$ cat src/rtl/pbit_sweep_scheduler.sv
`default_nettype none
// ============================================================================
// Module   : pbit_sweep_scheduler
// Purpose  : Top-level sequencer for a time-multiplexed p-bit array. It walks
//            rows 0..NUM_PBITS-1 through the weight/bias loader. After each
//            row's stream has loaded, it triggers the p-bit update engine.
//            Once the update is acknowledged, it releases the loader with a
//            compute_done pulse. Full sweeps repeat until the programmed
//            sweep count is reached or an abort is honoured. A watchdog
//            guards the loader and engine handshakes.
// Revision : 1.0 - initial release
// ----------------------------------------------------------------------------
// Ports
//   clk          in   1        system clock
//   reset        in   1        synchronous, active-high reset
//   run          in   1        pulse: start a run of num_sweeps sweeps
//   abort        in   1        pulse: stop after the row in flight completes
//   num_sweeps   in   SWEEP_W  sweeps to execute, sampled with run
//   start_load   out  1        one-cycle pulse to the loader
//   current_row  out  ROW_W    row being loaded/updated
//   load_done    in   1        loader level: a finished row is held
//   compute_done out  1        one-cycle pulse releasing the loader
//   upd_start    out  1        one-cycle pulse: update p-bit current_row
//   upd_ack      in   1        pulse from the update engine: update committed
//   busy         out  1        high from run acceptance until back in IDLE
//   sweep_done   out  1        one-cycle pulse at the end of every sweep
//   run_done     out  1        one-cycle pulse at the end of a run
//   sweep_count  out  SWEEP_W  completed sweeps in the current run
//   error        out  1        sticky watchdog flag
// ============================================================================
module pbit_sweep_scheduler #(
  parameter int NUM_PBITS = 16,
  parameter int ROW_W     = $clog2(NUM_PBITS + 1),
  parameter int SWEEP_W   = 16,
  parameter int TIMEOUT   = 1024
) (
  input  logic               clk,
  input  logic               reset,
  input  logic               run,
  input  logic               abort,
  input  logic [SWEEP_W-1:0] num_sweeps,
  output logic               start_load,
  output logic [ROW_W-1:0]   current_row,
  input  logic               load_done,
  output logic               compute_done,
  output logic               upd_start,
  input  logic               upd_ack,
  output logic               busy,
  output logic               sweep_done,
  output logic               run_done,
  output logic [SWEEP_W-1:0] sweep_count,
  output logic               error
);

  localparam int TIMER_W = $clog2(TIMEOUT + 1);

  localparam logic [ROW_W-1:0]   LAST_ROW    = ROW_W'(NUM_PBITS - 1);
  localparam logic [TIMER_W-1:0] TIMER_LIMIT = TIMER_W'(TIMEOUT - 1);
  localparam logic [TIMER_W-1:0] TIMER_MAX   = TIMER_W'(TIMEOUT);

  typedef enum logic [2:0] {
    S_IDLE      = 3'd0,
    S_ISSUE     = 3'd1,
    S_WAIT_LOAD = 3'd2,
    S_UPDATE    = 3'd3,
    S_WAIT_ACK  = 3'd4,
    S_RELEASE   = 3'd5,
    S_NEXT      = 3'd6
  } state_t;

  state_t               state;
  logic [ROW_W-1:0]     row;
  logic [TIMER_W-1:0]   timer;
  logic [SWEEP_W-1:0]   num_latched;
  logic                 abort_pend;
  // Set when a watchdog expiry sends the row through RELEASE. NEXT then ends
  // the run without advancing the row or the sweep count.
  logic                 timed_out;

  logic                 last_row;
  logic [SWEEP_W-1:0]   sweep_inc;
  logic                 run_complete;
  logic                 abort_now;
  logic                 timer_expired;

  // The row register is the output directly. It only moves in NEXT, after
  // compute_done, so it stays stable across the start_load..compute_done span.
  assign current_row   = row;

  assign last_row      = (row == LAST_ROW);
  assign sweep_inc     = sweep_count + SWEEP_W'(1);
  assign run_complete  = last_row && (sweep_inc == num_latched);
  // An abort that arrives in the same cycle as NEXT is honoured immediately.
  assign abort_now     = abort_pend | abort;
  assign timer_expired = (timer == TIMER_LIMIT);

  // All outputs are registered. Each pulse is raised on the transition into
  // the state that owns it, so the pulse is high while that state is current.
  always_ff @(posedge clk) begin
    if (reset) begin
      state        <= S_IDLE;
      row          <= '0;
      timer        <= '0;
      num_latched  <= '0;
      abort_pend   <= 1'b0;
      timed_out    <= 1'b0;
      start_load   <= 1'b0;
      compute_done <= 1'b0;
      upd_start    <= 1'b0;
      busy         <= 1'b0;
      sweep_done   <= 1'b0;
      run_done     <= 1'b0;
      sweep_count  <= '0;
      error        <= 1'b0;
    end else begin
      start_load   <= 1'b0;
      compute_done <= 1'b0;
      upd_start    <= 1'b0;
      sweep_done   <= 1'b0;
      run_done     <= 1'b0;

      if (busy && abort) begin
        abort_pend <= 1'b1;
      end

      case (state)
        S_IDLE: begin
          if (run) begin
            if (num_sweeps != '0) begin
              num_latched <= num_sweeps;
              row         <= '0;
              sweep_count <= '0;
              error       <= 1'b0;
              abort_pend  <= 1'b0;
              timed_out   <= 1'b0;
              timer       <= '0;
              busy        <= 1'b1;
              start_load  <= 1'b1;
              state       <= S_ISSUE;
            end else begin
              // A zero-length run completes at once and never raises busy.
              run_done <= 1'b1;
            end
          end
        end

        S_ISSUE: begin
          timer <= '0;
          state <= S_WAIT_LOAD;
        end

        S_WAIT_LOAD: begin
          if (load_done) begin
            upd_start <= 1'b1;
            state     <= S_UPDATE;
          end else if (timer_expired) begin
            // Free the loader, then finish the run from NEXT.
            error        <= 1'b1;
            timed_out    <= 1'b1;
            compute_done <= 1'b1;
            state        <= S_RELEASE;
          end else if (timer != TIMER_MAX) begin
            timer <= timer + TIMER_W'(1);
          end
        end

        S_UPDATE: begin
          // upd_ack is not looked at here. An ack that coincides with
          // upd_start therefore never completes the handshake.
          timer <= '0;
          state <= S_WAIT_ACK;
        end

        S_WAIT_ACK: begin
          if (upd_ack) begin
            compute_done <= 1'b1;
            state        <= S_RELEASE;
          end else if (timer_expired) begin
            error        <= 1'b1;
            timed_out    <= 1'b1;
            compute_done <= 1'b1;
            state        <= S_RELEASE;
          end else if (timer != TIMER_MAX) begin
            timer <= timer + TIMER_W'(1);
          end
        end

        S_RELEASE: begin
          state <= S_NEXT;
        end

        S_NEXT: begin
          if (timed_out) begin
            run_done <= 1'b1;
            busy     <= 1'b0;
            state    <= S_IDLE;
          end else begin
            if (last_row) begin
              row         <= '0;
              sweep_count <= sweep_inc;
              sweep_done  <= 1'b1;
            end else begin
              row <= row + ROW_W'(1);
            end

            // An abort that lands together with the final sweep still
            // yields a single run_done.
            if (abort_now || run_complete) begin
              run_done <= 1'b1;
              busy     <= 1'b0;
              state    <= S_IDLE;
            end else begin
              start_load <= 1'b1;
              state      <= S_ISSUE;
            end
          end
        end

        default: begin
          state <= S_IDLE;
        end
      endcase
    end
  end

endmodule
`default_nettype wire

$ cat config.mk
export PLATFORM = sky130hd
export DESIGN_NAME = pbit_sweep_scheduler
export DESIGN_NICKNAME = d
export VERILOG_FILES = /design/src/rtl/pbit_sweep_scheduler.sv
export SDC_FILE = /design/constraint.sdc
export NUM_CORES = 1
export LEC_CHECK = 0
export ABC_AREA = 1
export CAP_MARGIN = 40
export CORE_ASPECT_RATIO = 1.75
export CORE_UTILIZATION = 23
export DETAILED_ROUTE_END_ITERATION = 7
export DONT_BUFFER_PORTS = 1
export PLACE_DENSITY = 0.42
export SLEW_MARGIN = 15
export SYNTH_ARGS = -nofsm -noshare
export SYNTH_HDL_FRONTEND = slang
export SYNTH_SLANG_ARGS = --single-unit
$ cat constraint.sdc
create_clock -name clk -period 2.2 [get_ports clk]
set_clock_uncertainty 0.05 [all_clocks]
set_input_delay 0.22 -clock clk [delete_from_list [all_inputs] [get_ports clk]]
set_output_delay 0.22 -clock clk [all_outputs]
set_load 0.01 [all_outputs]
======== Word level (Yosys, flattened, before mapping) ========
Index checks and enable logic that the tools add are counted.
Widths: inputs -> output; s select.
storage, ports and cells
  register bits after elaboration ......... 60
operators by class
  multiplexer cells ....................... 60
  add/sub/neg operators ................... 3
  reduce and logical (&&, ||, !) cells .... 18
  bitwise logic cells ..................... 3
  equality and inequality tests ........... 17
operator list
  cell                   count
  $mux 11                6
  $mux 16                4
  $pmux 11 s4            1
  $pmux 16 s2            1
  $mux 1                 31
  $pmux 3 s7             1
  $mux 5                 4
  $add 16x1->16 const B  1
  $eq 16x16->1           1
  $reduce_bool 16->1     1
  $mux 3                 5
  $reduce_and 5->1       3
  $ne 2x2->1 const B     6
  $add 11x1->11 const B  1
  $eq 11x10->1 const B   1
  $ne 11x11->1 const B   1
  $pmux 5 s2             1
  $eq 3x3->1 const B     3
  $pmux 1 s2             4
  $reduce_and 4->1       2
  $eq 3x2->1 const B     2
  $pmux 1 s3             2
  $add 5x1->5 const B    1
  $eq 5x4->1 const B     1
  14 further kinds       17

======== Longest topological paths before layout ========
  word-level depth ........................ 7
  mapped depth ............................ 15
  gate-level depth less buffers ........... 15

======== Worst setup path after synthesis ========
No wires, ideal clock.
  path kind ............................... register -> register
  start point ............................. reg sweep_count[0]
  end point ............................... reg busy
  buffers on the path ..................... 0
  slack ................................... 319 ps
  library setup time ...................... 134 ps
  stages on the path, launching flop included .. 13
  period minus slack after synthesis ...... 1881 ps
  data arrival time ....................... 1698 ps
  cell sequence ........................... dfxtp_1 ha_1 nand2_1 o21ai_0 nor2_1 nor2_1 nand3_1 nor2_2 nand3_1 nand2_1 nand2_1 nand2_1 a21oi_1
between the ends
  cells in the longest elaborated chain, start to end .. 6
ends and longest elaborated chain
  element                            RTL line  RTL
  start, declared                    51        output logic [SWEEP_W-1:0] sweep_count,
  start signal, assigned             200       sweep_count <= sweep_inc;
  $add 16x1->16                      91        assign sweep_inc = sweep_count + SWEEP_W'(1);
  $eq 16x16->1                       92        assign run_complete = last_row && (sweep_inc == num_latched);
  $logic_and 1x1->1                  92
  $logic_or 1x1->1                   208       if (abort_now || run_complete) begin
  $ne 3x3->1 (no source line)        n/a
  $reduce_and 4->1 (no source line)  n/a
  end signal, assigned               110       busy <= 1'b0;
  end signal, assigned               195       busy <= 1'b0;
  end signal, assigned               210       busy <= 1'b0;
  end, declared                      48        output logic busy,
Every way passes these cells.
A chain may end at the register's enable or synchronous reset.

======== Final worst setup path ========
  start point ............................. reg sweep_count[1]
  end point ............................... reg busy
Same word-level chain as after synthesis.

==> run_results.csv <==
group,metric,value,unit
timing,worstMarginPinSlew,437,ps
cts,clk_pin_slew,60,ps
job,max_cap_violations,0,
logic_synthesis,ys_ff_latch,60,
route,vias,3513,
logic_synthesis,ys_warn_count,0,
layout,postLayoutCoreUtil,29.1,%
timing,rsz0062_at_grt,"no",
cts,clk_latency,330,ps
global_routing,grt_max_degree,30,
layout,finalInstanceArea,4220,um^2
layout,regArea,1200,um^2
logic_synthesis,postSynthAreaPerCell,6.61,um^2
route,wl_per_cell,15.3,um
global_routing,grt_pass1_vias,3513,
layout,final_nets,575,
floorplanning,die_y,164,um
floorplanning,coreArea,14500,um^2
placement,dp.final_hpwl,8570,um
pwr,p_leak,1.66,nW
logic_synthesis,syn-num-nets,549,
layout,multiInputGateArea,1950,um^2
pwr,power,3.73,mW
critical_path,crit_slowest_cell,"dfxtp_1",
logic_synthesis,synthDistinctLibCells,33,
layout,diodes,0,
critical_path,path_cells,"ha_1 -> nand2_1 -> nor2_4 -> nand3_2 -> nand3_1 -> nand2_1 -> nor2_1 -> nand3_1 -> nor2_1 -> nand3_1 -> nand2_1 -> nand2_1 -> nand2_1 -> a21oi_1",
timing,hold_viol,0,
pwr,pwr_density_cell,884,nW/um^2
pwr,ir_worst_vdd,398,uV
placement,place_congestion,0.816,
hold_path,hp-class,"in -> reg",
timing,finalSetupViolCount,0,
layout,area_growth_syn_to_layout,22.0,%
cts,cts_buffers,9,
critical_path,cp-end-kind,"register",
critical_path,worstPathRequired,2360,ps
layout,num-fill-cells,1661,
timing,slew_viol_final,0,
timing,relSlewSlack,70.8,%
timing,finalCritPeriodShare,90.8,%
global_routing,antenna_found_initial,0,
timing,fin_setup_tns,0,ps
route,drtAntennaViolNets,0,
cts,clk_path_buf_depth,2,
floorplanning,dieArea,15500,um^2
layout,layout-drive-gt1-share,13.4,%
global_routing,grt_use_total,14.9,%
route,viasPerCell,4.79,
route,drc,0,
critical_path,cp.arrival,2160,ps
floorplanning,row_count,58,
critical_path,path_common_cell,"nand2_1",
logic_synthesis,yosysSeqAreaShare,34.7,%
cts,h-tree-depth,3,
floorplanning,io_pins,50,
floorplanning,initial_core_util,23.8,%
timing,setup_slack,203,ps
critical_path,cp_slowest_stage_delay,330,ps
critical_path,worstSetupPathType,"reg -> reg",
timing,finalCriticalPeriod,2000,ps
cts,cts_tree,"yes",
timing,fmax,0.501,GHz
status,outcome,"complete, no violations",
route,drtPass1Iterations,4,
critical_path,critPathTopFamily,"simple AND/OR/NAND/NOR gates",
critical_path,cp-start-kind,"register",
critical_path,crit_buf_inv,0,
cts,clock-sinks,60,
global_routing,grt_pass1_wl,17300,um
placement,portBuffers,0,
route,drt-total-wl,11200,um
critical_path,critPathMaxFanout,5,
logic_synthesis,synth_cells,523,
global_routing,grt_overflow_total,0,
logic_synthesis,syn-cell-area,3460,um^2
timing,hold_slack,20.4,ps
layout,instances_no_fill,733,
cts,cts-root-buf,"clkbuf_16",
floorplanning,die_w,94.7,um
route,dr.first_iter.drc_count,116,
placement,pre_cts_ws,87.7,ps
placement,placed_cell_area,3840,um^2
placement,dp.cells,717,
## kinds of logic after synthesis
group	after synthesis	share of synthesized area, %
compound gates	116	17.4
buf+inv	80	9.27
flops	60	34.7
simple gates	250	33.0
fa+ha+maj	4	1.45
xor+xnor	13	4.13
## routing by layer
| layer | track usage (%) | up-vias | wire (um) |
|---|---|---|---|
| met2 | 29.2 | 101 | 6200 |
| li1 | - | 1769 | - |
| met5 | 0 | - | 0 |
| met3 | 3.52 | 22 | 542 |
| met4 | 7.16 | 0 | 369 |
| met1 | 14.0 | 1621 | 4090 |
## Yosys cell counts, drive strengths merged
cell	number	area (um^2)
ha	4	50.1
inv	64	240
or2	3	18.8
nor3	6	30.0
nand2	122	478
o311ai	1	8.76
clkbuf	8	31.3
nor2	56	263
nand3	37	185
buf	8	48.8
dfxtp	60	1200
xor3	1	23.8
a21oi	68	348
nor3b	2	15.0
xnor3	1	22.5
nor4	8	50.1
xor2	11	96.3
o21bai	1	7.51
nand4	14	87.6
o2111a	1	11.3
o21ai	45	225
nand3b	2	15.0
## flip-flops by register name, summed over array words and instances (netlist names)
name / flops
num_latched: 16
sweep_count: 16
timer: 11
current_row: 5
state: 3
abort_pend: 1
busy: 1
compute_done: 1
error: 1
run_done: 1
start_load: 1
sweep_done: 1
timed_out: 1
upd_start: 1
## what timing repair did
action / CTS / global route
setup endpoints to repair: 0 / 4
buffers inserted: 0 / 0
endpoints found under the hold margin: 29 / 0
hold buffers: 1 / 0
gates resized for setup: 0 / 5
## path summary, 6_finish.rpt
kind | start | endpoint | slack (ps) | depth (start not counted)
setup / recovery | sweep_count[1] | busy | 200 | 14
setup reg to reg | sweep_count[1] | busy | 200 | 14
hold reg to reg | num_latched[10] | num_latched[10] | 420 | 2
hold / removal | num_sweeps[4] | num_latched[4] | 20 | 2
## power breakdown
group	switching [mW]	leakage, nW	internal [mW]
clock network	0.514	0.168	1.13
logic	0.502	1.01	0.277
registers	0.105	0.491	1.20
## cells in the final DEF, fill, tap and decap left out, types with 3 or more instances in the layout
| master | instances |
|---|---|
| a21oi_1 | 66 |
| buf_4 | 29 |
| bufinv_16 | 3 |
| clkbuf_16 | 9 |
| dfxtp_1 | 60 |
| ha_1 | 4 |
| inv_1 | 60 |
| inv_2 | 4 |
| nand2_1 | 116 |
| nand2_2 | 5 |
| nand3_1 | 35 |
| nand4_1 | 14 |
| nor2_1 | 44 |
| nor2_2 | 6 |
| nor2_4 | 6 |
| nor3_1 | 6 |
| nor4_1 | 8 |
| o21ai_0 | 43 |
| xor2_1 | 11 |
## final cells by class
| class | instances | share of cell area, % |
|---|---|---|
| flip-flops and latches | 60 | 28.5 |
| clock buffers | 10 | 5.67 |
| well taps | 180 | 5.34 |
| multi-input cells | 383 | 46.3 |
| repair buffers | 31 | 6.11 |
| clock inverters | 5 | 2.37 |
| inverters | 64 | 5.70 |
(Power assumes the default switching activity.)
==> variant (config.mk and constraints unchanged) <==
Register the output `error` once more, cleared by the reset; this adds one clock of latency there. The other outputs are not delayed to match.
--- a/src/rtl/pbit_sweep_scheduler.sv
+++ b/src/rtl/pbit_sweep_scheduler.sv
@@ -68,6 +68,8 @@
     S_NEXT      = 3'd6
   } state_t;
 
+  logic error_s0;
+
   state_t               state;
   logic [ROW_W-1:0]     row;
   logic [TIMER_W-1:0]   timer;
@@ -111,7 +113,7 @@
       sweep_done   <= 1'b0;
       run_done     <= 1'b0;
       sweep_count  <= '0;
-      error        <= 1'b0;
+      error_s0     <= 1'b0;
     end else begin
       start_load   <= 1'b0;
       compute_done <= 1'b0;
@@ -130,7 +132,7 @@
               num_latched <= num_sweeps;
               row         <= '0;
               sweep_count <= '0;
-              error       <= 1'b0;
+              error_s0    <= 1'b0;
               abort_pend  <= 1'b0;
               timed_out   <= 1'b0;
               timer       <= '0;
@@ -155,7 +157,7 @@
             state     <= S_UPDATE;
           end else if (timer_expired) begin
             // Free the loader, then finish the run from NEXT.
-            error        <= 1'b1;
+            error_s0     <= 1'b1;
             timed_out    <= 1'b1;
             compute_done <= 1'b1;
             state        <= S_RELEASE;
@@ -176,7 +178,7 @@
             compute_done <= 1'b1;
             state        <= S_RELEASE;
           end else if (timer_expired) begin
-            error        <= 1'b1;
+            error_s0     <= 1'b1;
             timed_out    <= 1'b1;
             compute_done <= 1'b1;
             state        <= S_RELEASE;
@@ -223,6 +225,14 @@
     end
   end
 
+  always_ff @(posedge clk) begin
+    if (reset) begin
+      error <= '0;
+    end else begin
+      error <= error_s0;
+    end
+  end
+
 endmodule
 `default_nettype wire
 
Function: same outputs for any inputs over 10 cycles, from zero or initial values and one cycle with reset high; that may be too few to reach the edited logic, so the function may still have changed.
==> variant against the original RTL <==
- via count down 5.1%
- worst hold slack worse by 11 ps
- total power down 7.0%
- area after synthesis down 3.0%
- sequential cell count up 1
- final area down 1.5%
- wire length down 3.0%
- worst setup slack worse by 42 ps
==> variant: results (changes against the original RTL) <==
[global_route]
grt_pass1_vias=3289  ; was 3,513
antenna_found_initial=0  ; unchanged
grt_max_degree=26  ; was 30
grtUsageTotal=0.150  ; was 0.149
grt_pass1_wl_mm=16.8  ; was 17.3 mm

[yosys]
synthTopCellsByCount=106 x nand2_1, 69 x nor2_1, 61 x dfxtp_1  ; was 116 x nand2_1, 66 x a21oi_1, 60 x dfxtp_1, 60 x inv_1, 45 x nor2_1
syn_nets=529  ; was 549
yosysUniqueCellTypes=38  ; was 33
netlist_top_cells_area=dfxtp_1 36%, nand2_1 12%, nor2_1 7.7%, nand3_1 7.3%, a21oi_1 7.2%  ; was dfxtp_1 35%, nand2_1 13%, a21oi_1 9.6%, inv_1 6.5%, o21ai_0 6.4%
yosysWarnings=0  ; unchanged
yosysSeqAreaShare=0.364  ; was 0.347
async_flop_share=0  ; unchanged

[clock_tree]
cts_max_level=3  ; unchanged
clockBufferDepth=2  ; unchanged
clockRootBuffer=clkbuf_16  ; unchanged
insertion_delay_ps=330  ; about the same
cts_buffers=9  ; unchanged
clk_pin_slew_ps=50

[worst_hold_path]
hold_path.class=in2reg  ; unchanged
worstHoldPathCells=2  ; unchanged

[detailed_routing]
dr.pass1.iters=6  ; was 4
drt_iter0_markers=175  ; was 116
viasPerCell=4.59  ; was 4.79
wl_per_cell_um=14.9  ; was 15.3 um

[layout]
final_nets=568  ; was 575
filler_cell_count=1611  ; was 1,661
top_regs=num_latched (16), sweep_count (16), timer (11)  ; unchanged
diodes=0  ; unchanged
drive_gt1_frac=0.144  ; was 0.134

[worst_setup_path]
arrival_ps=2210  ; was 2160 ps
rr_worst_depth=14  ; unchanged
crit_path_max_fanout=5  ; unchanged

[sta]
hold_viol=0  ; unchanged
maxSlewHeadroom=0.652  ; was 0.708

[placement]
globalplace.congestion=0.876  ; was 0.816
numPortBuffers=0  ; unchanged
dp_slack_ps=70.6  ; was 87.7 ps
dp.final_hpwl_mm=8.56  ; was 8.57 mm
placed_cell_area_um2=3780  ; was 3840 um2

[power]
p_leak_uw=0.00169  ; was 0.00166 uW
peakVddDrop_mv=0.347  ; was 0.398 mV

[run_status]
status=completed  ; unchanged

## variant: per-layer routing
layer	GRT usage	wire (um)
met5	0	0
met4	0.0755	365
met3	0.0375	465
met2	0.290	6020
met1	0.142	4020
## variant: logic make-up (layout without fill, tap and decap cells)
kind of cell,after synthesis,count (layout),share of synthesized area
flip-flops,61,61,0.364
AND/OR/NAND/NOR,258,258,0.341
AO/OA/AOI/OAI,93,93,0.153
adder cells (fa/ha/maj),4,4,0.0149
XOR/XNOR,12,12,0.0354
buffers and inverters,75,119,0.0914
## variant: layout make-up
type | instances | share of cell area
tap | 180 | 0.0542
inverter | 62 | 0.0572
timing repair buffer | 41 | 0.0810
clock inverter | 1 | 0.00120
multi-input combinational | 367 | 0.447
clock buffer | 15 | 0.0645
sequential | 61 | 0.295
## variant: worst paths after layout
| path | slack, ps | to | start |
|---|---|---|---|
| setup / recovery | 160 | state[0]$_SDFFE_PP0P_ | sweep_count[1]$_SDFFE_PP0P_ |
| setup reg to reg | 160 | state[0]$_SDFFE_PP0P_ | sweep_count[1]$_SDFFE_PP0P_ |
| hold reg to reg | 410 | error_s0$_SDFFE_PP0P_ | error_s0$_SDFFE_PP0P_ |
| hold / removal | 9 | num_latched[0]$_SDFFE_PP0P_ | num_sweeps[0] |
## variant: repair_timing
item | 4_1_cts | 5_1_grt
resized for setup | 0 | 13
hold endpoints to repair | 25 | 0
hold buffers | 5 | 0
buffers inserted | 0 | 0
setup endpoints to repair | 0 | 23
## variant: critical path, stage by stage, from the launching register on
cell and delay [ps]:
dfxtp_2 370, ha_2 220, nand3_1 140, nor2_2 170
nand4_1 120, nand2_1 110, nand2_1 50, nand2_1 50
nand2_1 60, nor2_1 120, nand3_1 140, nand2_1 110
nor2_1 50, o21ai_1 130, nor2_1 40
## variant: report_power, final
group          total (uW)  internal [uW]  switching, uW
combinational         840            304            536
clock                1310            823            491
sequential           1310           1210           97.5
## variant: stage by stage
step | util | instances | hold slack, ps | power (uW)
after floorplan | - | 503 | 239 | 1900
after global placement | 0.265 | 705 | 245 | 2160
after detailed placement | 0.265 | 705 | 247 | 2160
after CTS | 0.287 | 726 | 4.07 | 3510
after global routing | 0.291 | 727 | 6.66 | 3670
final | 0.291 | 727 | 9.16 | 3470
